[src/rtl/lookup_table_write_pkg.sv]
// Shared constants and the bank-aware address composition used by the
// fill and drain sides of lookup_table_write.
package lookup_table_write_pkg;

    localparam int SIZE_W     = 16;
    localparam int AXI_DATA_W = 32;
    localparam int ADDR_W     = 12;
    localparam int DIFF       = AXI_DATA_W / SIZE_W;
    localparam int LANE_W     = (DIFF > 1) ? $clog2(DIFF) : 1;

    // With ping-pong enabled the table MSB selects the bank and the offset wraps below it.
    function automatic logic [ADDR_W-1:0] bank_addr(
        input logic [ADDR_W-1:0] base,
        input logic [ADDR_W-1:0] idx,
        input logic              pp,
        input logic              bank
    );
        logic [ADDR_W-1:0] sum;
        sum = base + idx;
        if (pp) begin
            bank_addr = {bank, sum[ADDR_W-2:0]};
        end else begin
            bank_addr = sum;
        end
    endfunction

endpackage

[src/rtl/lookup_table_write_memory_reader.sv]
// Drain side: walks table words through a 1-cycle-latency read port into a
// 2-entry FIFO whose head is presented as a valid/ready stream.
module memory_reader
    import lookup_table_write_pkg::*;
#(
    parameter int LEN_W = 8
) (
    input  logic                  clk,
    input  logic                  rst,
    input  logic                  start_i,
    input  logic [LEN_W-1:0]      len_i,
    input  logic [ADDR_W-1:0]     base_i,
    input  logic                  pp_i,
    input  logic                  bank_i,
    output logic                  rd_en_o,
    output logic [ADDR_W-1:0]     rd_addr_o,
    input  logic [AXI_DATA_W-1:0] rd_data_i,
    output logic                  valid_o,
    input  logic                  ready_i,
    output logic [AXI_DATA_W-1:0] data_o
);

    logic [LEN_W-1:0]                remain_q, remain_d;
    logic [ADDR_W-1:0]               idx_q, idx_d;
    logic [ADDR_W-1:0]               base_q, base_d;
    logic                            pp_q, pp_d;
    logic                            bank_q, bank_d;
    logic                            pend_q, pend_d;
    logic [1:0][AXI_DATA_W-1:0]      fifo_q, fifo_d;
    logic                            wptr_q, wptr_d;
    logic                            rptr_q, rptr_d;
    logic [1:0]                      cnt_q, cnt_d;
    logic                            pop_s;
    logic                            rd_en_s;

    assign valid_o   = (cnt_q != 2'd0);
    assign data_o    = fifo_q[rptr_q];
    assign pop_s     = valid_o & ready_i;
    // A read may issue whenever the FIFO plus the in-flight word still fit after this cycle's pop.
    assign rd_en_s   = !start_i && (remain_q != {LEN_W{1'b0}}) &&
                       (({1'b0, cnt_q} + {2'b00, pend_q}) < (3'd2 + {2'b00, pop_s}));
    assign rd_en_o   = rd_en_s;
    assign rd_addr_o = bank_addr(base_q, idx_q, pp_q, bank_q);

    // Next-state for the read counter, in-flight flag and FIFO.
    always_comb begin
        remain_d = remain_q;
        idx_d    = idx_q;
        base_d   = base_q;
        pp_d     = pp_q;
        bank_d   = bank_q;
        pend_d   = rd_en_s;
        fifo_d   = fifo_q;
        wptr_d   = wptr_q;
        rptr_d   = rptr_q;
        cnt_d    = cnt_q;
        if (start_i) begin
            remain_d = len_i;
            idx_d    = {ADDR_W{1'b0}};
            base_d   = base_i;
            pp_d     = pp_i;
            bank_d   = bank_i;
            pend_d   = 1'b0;
            wptr_d   = 1'b0;
            rptr_d   = 1'b0;
            cnt_d    = 2'd0;
        end else begin
            if (rd_en_s) begin
                remain_d = remain_q - LEN_W'(1);
                idx_d    = idx_q + ADDR_W'(1);
            end else begin
                remain_d = remain_q;
            end
            if (pend_q) begin
                fifo_d[wptr_q] = rd_data_i;
                wptr_d         = ~wptr_q;
            end else begin
                wptr_d = wptr_q;
            end
            if (pop_s) begin
                rptr_d = ~rptr_q;
            end else begin
                rptr_d = rptr_q;
            end
            cnt_d = cnt_q + {1'b0, pend_q} - {1'b0, pop_s};
        end
    end

    // State registers.
    always_ff @(posedge clk or posedge rst) begin
        if (rst) begin
            remain_q <= {LEN_W{1'b0}};
            idx_q    <= {ADDR_W{1'b0}};
            base_q   <= {ADDR_W{1'b0}};
            pp_q     <= 1'b0;
            bank_q   <= 1'b0;
            pend_q   <= 1'b0;
            fifo_q   <= {(2*AXI_DATA_W){1'b0}};
            wptr_q   <= 1'b0;
            rptr_q   <= 1'b0;
            cnt_q    <= 2'd0;
        end else begin
            remain_q <= remain_d;
            idx_q    <= idx_d;
            base_q   <= base_d;
            pp_q     <= pp_d;
            bank_q   <= bank_d;
            pend_q   <= pend_d;
            fifo_q   <= fifo_d;
            wptr_q   <= wptr_d;
            rptr_q   <= rptr_d;
            cnt_q    <= cnt_d;
        end
    end

endmodule

[src/rtl/lookup_table_write.sv]
// Versat unit: packs datapath elements into table words (fill) and streams
// table words out as a databus write burst (drain), optionally ping-ponging banks.
module lookup_table_write
    import lookup_table_write_pkg::*;
#(
    parameter int DATA_W     = 32,
    parameter int AXI_ADDR_W = 32,
    parameter int LEN_W      = 8
) (
    input  logic                    clk,
    input  logic                    rst,
    input  logic                    run,
    input  logic                    running,
    input  logic                    disabled,
    output logic                    done,
    input  logic [DATA_W-1:0]       in0,
    output logic                    databus_valid_0,
    input  logic                    databus_ready_0,
    output logic [AXI_ADDR_W-1:0]   databus_addr_0,
    input  logic [AXI_DATA_W-1:0]   databus_rdata_0,
    output logic [AXI_DATA_W-1:0]   databus_wdata_0,
    output logic [AXI_DATA_W/8-1:0] databus_wstrb_0,
    output logic [LEN_W-1:0]        databus_len_0,
    input  logic                    databus_last_0,
    output logic [ADDR_W-1:0]       ext_dp_addr_0_port_0,
    output logic [AXI_DATA_W-1:0]   ext_dp_out_0_port_0,
    input  logic [AXI_DATA_W-1:0]   ext_dp_in_0_port_0,
    output logic                    ext_dp_enable_0_port_0,
    output logic                    ext_dp_write_0_port_0,
    output logic [ADDR_W-1:0]       ext_dp_addr_0_port_1,
    output logic [AXI_DATA_W-1:0]   ext_dp_out_0_port_1,
    input  logic [AXI_DATA_W-1:0]   ext_dp_in_0_port_1,
    output logic                    ext_dp_enable_0_port_1,
    output logic                    ext_dp_write_0_port_1,
    input  logic [AXI_ADDR_W-1:0]   ext_addr,
    input  logic [ADDR_W-1:0]       int_addr,
    input  logic [31:0]             size,
    input  logic [LEN_W-1:0]        length,
    input  logic                    pingPong,
    input  logic [31:0]             delay0
);

    logic                  done_q, done_d;
    logic [AXI_ADDR_W-1:0] bus_addr_q, bus_addr_d;
    logic                  pp_state_q, pp_state_d;
    logic [31:0]           delay_q, delay_d;
    logic [31:0]           elem_q, elem_d;
    logic [LANE_W-1:0]     lane_q, lane_d;
    logic [ADDR_W-1:0]     widx_q, widx_d;
    logic [ADDR_W-1:0]     base_q, base_d;
    logic                  fpp_q, fpp_d;
    logic                  fbank_q, fbank_d;
    logic [AXI_DATA_W-1:0] pack_q, pack_d;
    logic                  wr_en_q, wr_en_d;
    logic [ADDR_W-1:0]     wr_addr_q, wr_addr_d;
    logic [AXI_DATA_W-1:0] wr_data_q, wr_data_d;
    logic                  start_s;
    logic                  capture_s;
    logic                  beat_last_s;
    logic [AXI_DATA_W-1:0] elem_s;
    logic [AXI_DATA_W-1:0] word_s;
    logic                  rd_valid_s;
    logic                  unused_s;

    assign start_s     = run & ~disabled;
    assign capture_s   = running & ~disabled;
    assign beat_last_s = rd_valid_s & databus_ready_0 & databus_last_0;
    assign elem_s      = AXI_DATA_W'(in0[SIZE_W-1:0]);
    // Lanes above lane_q are still zero, so OR-insertion also zero-fills a partial flush.
    assign word_s      = pack_q | (elem_s << (lane_q * SIZE_W));
    assign unused_s    = ^{databus_rdata_0, ext_dp_in_0_port_0, in0};

    // Run control, done flag, bank toggle and burst address.
    always_comb begin
        done_d     = done_q;
        bus_addr_d = bus_addr_q;
        pp_state_d = pp_state_q;
        if (run) begin
            pp_state_d = pingPong & ~pp_state_q;
        end else begin
            pp_state_d = pp_state_q;
        end
        if (start_s) begin
            done_d     = (length == {LEN_W{1'b0}});
            bus_addr_d = ext_addr;
        end else if (beat_last_s) begin
            done_d = 1'b1;
        end else begin
            done_d = done_q;
        end
    end

    // Fill engine: delay, per-element lane packing and word write-out.
    always_comb begin
        delay_d   = delay_q;
        elem_d    = elem_q;
        lane_d    = lane_q;
        widx_d    = widx_q;
        base_d    = base_q;
        fpp_d     = fpp_q;
        fbank_d   = fbank_q;
        pack_d    = pack_q;
        wr_en_d   = 1'b0;
        wr_addr_d = wr_addr_q;
        wr_data_d = wr_data_q;
        if (start_s) begin
            delay_d = delay0;
            elem_d  = size;
            lane_d  = {LANE_W{1'b0}};
            widx_d  = {ADDR_W{1'b0}};
            base_d  = int_addr;
            fpp_d   = pingPong;
            fbank_d = pingPong & ~pp_state_q;
            pack_d  = {AXI_DATA_W{1'b0}};
        end else if (capture_s && (delay_q != 32'd0)) begin
            delay_d = delay_q - 32'd1;
        end else if (capture_s && (elem_q != 32'd0)) begin
            elem_d = elem_q - 32'd1;
            if ((lane_q == LANE_W'(DIFF - 1)) || (elem_q == 32'd1)) begin
                wr_en_d   = 1'b1;
                wr_data_d = word_s;
                wr_addr_d = bank_addr(base_q, widx_q, fpp_q, fbank_q);
                widx_d    = widx_q + ADDR_W'(1);
                lane_d    = {LANE_W{1'b0}};
                pack_d    = {AXI_DATA_W{1'b0}};
            end else begin
                pack_d = word_s;
                lane_d = lane_q + LANE_W'(1);
            end
        end else begin
            delay_d = delay_q;
        end
    end

    // State registers.
    always_ff @(posedge clk or posedge rst) begin
        if (rst) begin
            done_q     <= 1'b1;
            bus_addr_q <= {AXI_ADDR_W{1'b0}};
            pp_state_q <= 1'b0;
            delay_q    <= 32'd0;
            elem_q     <= 32'd0;
            lane_q     <= {LANE_W{1'b0}};
            widx_q     <= {ADDR_W{1'b0}};
            base_q     <= {ADDR_W{1'b0}};
            fpp_q      <= 1'b0;
            fbank_q    <= 1'b0;
            pack_q     <= {AXI_DATA_W{1'b0}};
            wr_en_q    <= 1'b0;
            wr_addr_q  <= {ADDR_W{1'b0}};
            wr_data_q  <= {AXI_DATA_W{1'b0}};
        end else begin
            done_q     <= done_d;
            bus_addr_q <= bus_addr_d;
            pp_state_q <= pp_state_d;
            delay_q    <= delay_d;
            elem_q     <= elem_d;
            lane_q     <= lane_d;
            widx_q     <= widx_d;
            base_q     <= base_d;
            fpp_q      <= fpp_d;
            fbank_q    <= fbank_d;
            pack_q     <= pack_d;
            wr_en_q    <= wr_en_d;
            wr_addr_q  <= wr_addr_d;
            wr_data_q  <= wr_data_d;
        end
    end

    memory_reader #(.LEN_W(LEN_W)) u_reader (
        .clk       (clk),
        .rst       (rst),
        .start_i   (start_s),
        .len_i     (length),
        .base_i    (int_addr),
        .pp_i      (pingPong),
        .bank_i    (pingPong & pp_state_q),
        .rd_en_o   (ext_dp_enable_0_port_1),
        .rd_addr_o (ext_dp_addr_0_port_1),
        .rd_data_i (ext_dp_in_0_port_1),
        .valid_o   (rd_valid_s),
        .ready_i   (databus_ready_0),
        .data_o    (databus_wdata_0)
    );

    assign done                   = done_q;
    assign databus_valid_0        = rd_valid_s;
    assign databus_addr_0         = bus_addr_q;
    assign databus_wstrb_0        = rd_valid_s ? {(AXI_DATA_W/8){1'b1}} : {(AXI_DATA_W/8){1'b0}};
    assign databus_len_0          = length;
    assign ext_dp_addr_0_port_0   = wr_addr_q;
    assign ext_dp_out_0_port_0    = wr_data_q;
    assign ext_dp_enable_0_port_0 = wr_en_q;
    assign ext_dp_write_0_port_0  = 1'b1;
    assign ext_dp_out_0_port_1    = {AXI_DATA_W{1'b0}};
    assign ext_dp_write_0_port_1  = 1'b0;

endmodule

[config.mk]
export PLATFORM = sky130hd
export DESIGN_NAME = lookup_table_write
export DESIGN_NICKNAME = d
export VERILOG_FILES = /design/src/rtl/lookup_table_write_pkg.sv /design/src/rtl/lookup_table_write_memory_reader.sv /design/src/rtl/lookup_table_write.sv
export SDC_FILE = /design/constraint.sdc
export NUM_CORES = 1
export LEC_CHECK = 0
export BUFFER_PORTS_ARGS = -buffer_cell sky130_fd_sc_hd__clkbuf_2
export CAP_MARGIN = 10
export CORE_MARGIN = 3
export CORE_UTILIZATION = 46
export DETAILED_ROUTE_END_ITERATION = 12
export PLACE_DENSITY = 0.75
export SYNTH_ARGS = -nofsm -noshare
export SYNTH_HDL_FRONTEND = slang
export SYNTH_SLANG_ARGS = --single-unit
[constraint.sdc]
create_clock -name clk -period 8.1 [get_ports clk]
set_input_delay 0.405 -clock clk [delete_from_list [all_inputs] [get_ports clk]]
set_output_delay 0.405 -clock clk [all_outputs]
set_load 0.1 [all_outputs]
==> results.yml <==
setup_path:
  timing.critical_path.required_ns: 7.70
  reg2reg_slack_ns: 4.65
  crit_path_max_incr_delay_ns: 0.46
  rr_endpoint: "pack_q[5]$_DFFE_PP0P_"
  worstPathBufferInverterCount: 2
  r2r_start: "delay_q[14]$_DFFE_PP0P_"
  worst_ep_arrival_time_ns: 3.49
  critical_path.max_fanout: 5
  critical-path-slowest-cell: "sky130_fd_sc_hd__dfrtp_1"
  setup.worst_path.end_class: "output pin"
  cell_breakdown_of_the_critical_path: "ha_1, inv_1, fa_1, nor2b_1, o21ai_0, a21boi_0, o21ai_0, a211oi_1, mux2i_1, nand3_1, clkbuf_2"
  cp-start-kind: "flip-flop"
  worst_path_most_repeated_cell: "sky130_fd_sc_hd__o21ai_0"
  cpLargestDelayFamily: "compound AO/OA/AOI/OAI gates"
  worst_r2r_path_cells: 9
  critical_path_class: "flip-flop to output pin"
finish:
  most-common-layout-cells: "sky130_fd_sc_hd__clkbuf_2 (307), sky130_fd_sc_hd__dfrtp_1 (291), sky130_fd_sc_hd__nand2_1 (268), sky130_fd_sc_hd__o21ai_0 (126), sky130_fd_sc_hd__a21oi_1 (121)"
  num_antenna_cells: 0
  final_common_cell: "sky130_fd_sc_hd__clkbuf_2"
  areaGrowthSynthToFinish_pct: 19.0
  final_net_count: 2095
  layout.core_utilization_pct: 56.3
  filler_cell_count: 2719
  post_route_cells_drive_above_1_share_pct: 27.2
  layout.cell_area.non_filler_um2: 17400
  layout.cells.non_filler: 2228
timing:
  rsz0062_at_grt: "false"
  final-setup-viol-count: 0
  fin_setup_tns_ns: 0
  min_period_ns: 3.90
  finalClockSkew_ns: 0.00898
  fmax_mhz: 257
  fin_ws_ns: 4.20
  timing_worst_slew_pin_value_ns: 1.09
  worst_hold_slack_ns: 0.0829
  max_slew_vio_count: 0
  timing_hold_violations_final: 0
  layout_worst_path_cycle_share_pct: 48.1
  timing.slew.headroom_pct: 27.3
detailed_routing:
  viasPerCell: 5.51
  drt_wl_total_mm: 38.2
  initialDrtViolationCount: 898
  via_count: 12274
  detail_route.wl_per_cell_um: 17.2
  drt-pass1-iter-count: 5
  antenna_left: 0
  route.detailed.drc: 0
placement:
  port_buffers: 307
  post_dp_cell_area_um2: 16300
  gp_routability_congestion: 0.863
  place.detailed.hpwl_mm: 26.5
  total_instance_count_after_detailed_placement: 2168
  post-place-ws_ns: 4.16
synth:
  synth_cells: 1541
  synth_enable_flop_cells: 0
  yosys_most_used_dff: "sky130_fd_sc_hd__dfrtp_1"
  yosys.cell_types.count: 65
  post_synth_instance_area_um2: 14700
  count_of_yosys_warnings_during_synthesis: 0
  yosys_register_bits: 292
  synth_sequential_area_ratio_pct: 49.9
  asyncSetResetFlopFracSynth_pct: 100
  synthesis.area_per_instance_um2: 9.51
worst_hold_path:
  worstHoldPathCells: 3
  hold_end: "databus_addr_0[19]$_DFFE_PP0P_"
  hold_start: "ext_addr[19]"
  hold_path_class: "input pin to flip-flop"
die:
  core_um2: 31000
  std_cell_rows: 64
  die-height_um: 184
  num_io_pins: 422
  die_width_um: 184
  initial_utilization_pct: 47.3
  die_area_um2: 34000
clock_tree:
  post_cts_hold_buffer_count: 0
  max-clock-path-buffers: 3
  tritoncts.num_buffers: 34
  cts-resized-gates: 0
  cts_num_sinks: 292
  cts-root-buf: "sky130_fd_sc_hd__clkbuf_16"
  ctsHtreeMaxLevel: 2
  post-cts-setup-buffers: 0
  clock_latency_ns: 0.51
  tritoncts_clock_tree: "built"
  cts.clk_slew.worst_paths_ns: 0.06
power_and_ir_drop:
  power_density_nw_per_um2: 409
  worst_ir_drop_vdd_mv: 0.267
  design_power_total_mw: 7.14
  p_leak_nw: 8.34
global_routing:
  grt_remaining_overflow: 0
  number_of_antenna_violations_at_the_first_check_in_global_routing: 0
  via_count_of_the_first_global_routing_pass: 12165
  grt_max_degree: 95
  first_pass_grt_wire_length_mm: 61.7
  grt_util_all_layers_pct: 22.1
flow_run:
  drv_cap: 0
run_status:
  outcome: "complete, no violations"
-- Yosys cell counts, drive strengths merged (3+ instances only) --
cell type / n / area, µm²
buf: 78 / 494
nand2: 268 / 1010
xor2: 14 / 123
nor3: 47 / 235
nand3b: 4 / 30.0
or2: 5 / 31.3
o211ai: 18 / 135
a22oi: 10 / 75.1
o22ai: 7 / 43.8
o21ai: 138 / 694
and3: 7 / 43.8
nand2b: 5 / 31.3
a211oi: 4 / 30.0
ha: 33 / 413
a32oi: 3 / 26.3
nor2b: 5 / 31.3
o311ai: 10 / 105
a21o: 3 / 22.5
nor4: 21 / 144
nand4: 11 / 68.8
o2bb2ai: 3 / 26.3
o21a: 5 / 37.5
nor3b: 4 / 30.0
a21boi: 3 / 22.5
and2: 5 / 31.3
nand3: 29 / 145
nor2: 118 / 460
clkbuf: 46 / 173
a21oi: 121 / 606
a31oi: 6 / 37.5
inv: 28 / 105
a221o: 15 / 150
and4: 4 / 35.0
or4: 11 / 86.3
mux2: 97 / 1090
or3: 19 / 119
o31ai: 4 / 43.8
dfrtp: 291 / 7280
xnor2: 18 / 158
-- area by class of cell --
cell class	count	area, µm²	share of cell area [%]
Sequential cell	292	7310	41.9
Multi-Input combinational cell	1127	6710	38.5
Timing Repair Buffer	323	1660	9.50
Clock buffer	45	982	5.63
Tap cell	396	495	2.84
Clock inverter	15	178	1.02
Inverter	30	116	0.667
-- state kept, by name, summed over array words and instances, names as in the netlist, 2 cells and up --
name	flops
u_reader.cnt_q	2
databus_addr_0	32
pack_q	32
u_reader.base_q	12
ext_dp_out_0_port_0	32
delay_q	32
u_reader.idx_q	12
ext_dp_addr_0_port_0	12
u_reader.remain_q	8
elem_q	32
u_reader.fifo_q	64
widx_q	12
-- how the worst max path moves through the flow --
stage / start / to / slack [ns] / cells past startpoint
floorplan: rst / databus_addr_0[0]$_DFFE_PP0P_ / 3.82 / 1
global placement: run / elem_q[27]$_DFFE_PP0P_ / 4.26 / 9
detailed placement: run / elem_q[23]$_DFFE_PP0P_ / 4.16 / 9
CTS: u_reader.idx_q[0]$_DFFE_PP0P_ / ext_dp_addr_0_port_1[10] / 4.16 / 11
global route: u_reader.idx_q[0]$_DFFE_PP0P_ / ext_dp_addr_0_port_1[10] / 3.93 / 11
finish: u_reader.idx_q[0]$_DFFE_PP0P_ / ext_dp_addr_0_port_1[10] / 4.20 / 11
-- routing by layer --
metal,wire (µm),global-route usage (%)
met5,0,0
met2,18700,37.0
met1,16100,29.3
met3,2340,3.77
met4,1090,7.26
-- power breakdown --
part / internal [mW] / leakage, nW / switching [mW]
sequential: 1.86 / 3.65 / 0.289
clock: 0.953 / 0.572 / 0.612
combinational: 0.734 / 4.11 / 2.69
total: 3.55 / 8.34 / 3.59
-- cells by family after synthesis --
family                     after synthesis  synth area share, %
other                                    2               0.0512
buffers and inverters                  154                 5.32
muxes                                   99                 7.59
DFF                                    292                 49.9
adders and majority gates               35                 3.09
xor gates and xnor gates                32                 1.91
and+or+nand+nor                        566                 17.4
AOI/OAI and AO/OA                      361                 14.7
-- worst reg2reg max path, cell delays in order, from the launching register on --
cell and delay [ns]:
sky130_fd_sc_hd__dfrtp_1 0.45, sky130_fd_sc_hd__or4_4 0.60, sky130_fd_sc_hd__or3_1 0.47, sky130_fd_sc_hd__o311ai_4 0.33, sky130_fd_sc_hd__buf_4 0.48, sky130_fd_sc_hd__o21ai_2 0.10, sky130_fd_sc_hd__buf_4 0.27, sky130_fd_sc_hd__nor2_4 0.43
sky130_fd_sc_hd__a21oi_1 0.15, sky130_fd_sc_hd__nor2_1 0.12
Note: power is estimated with default switching activity, not from simulation.
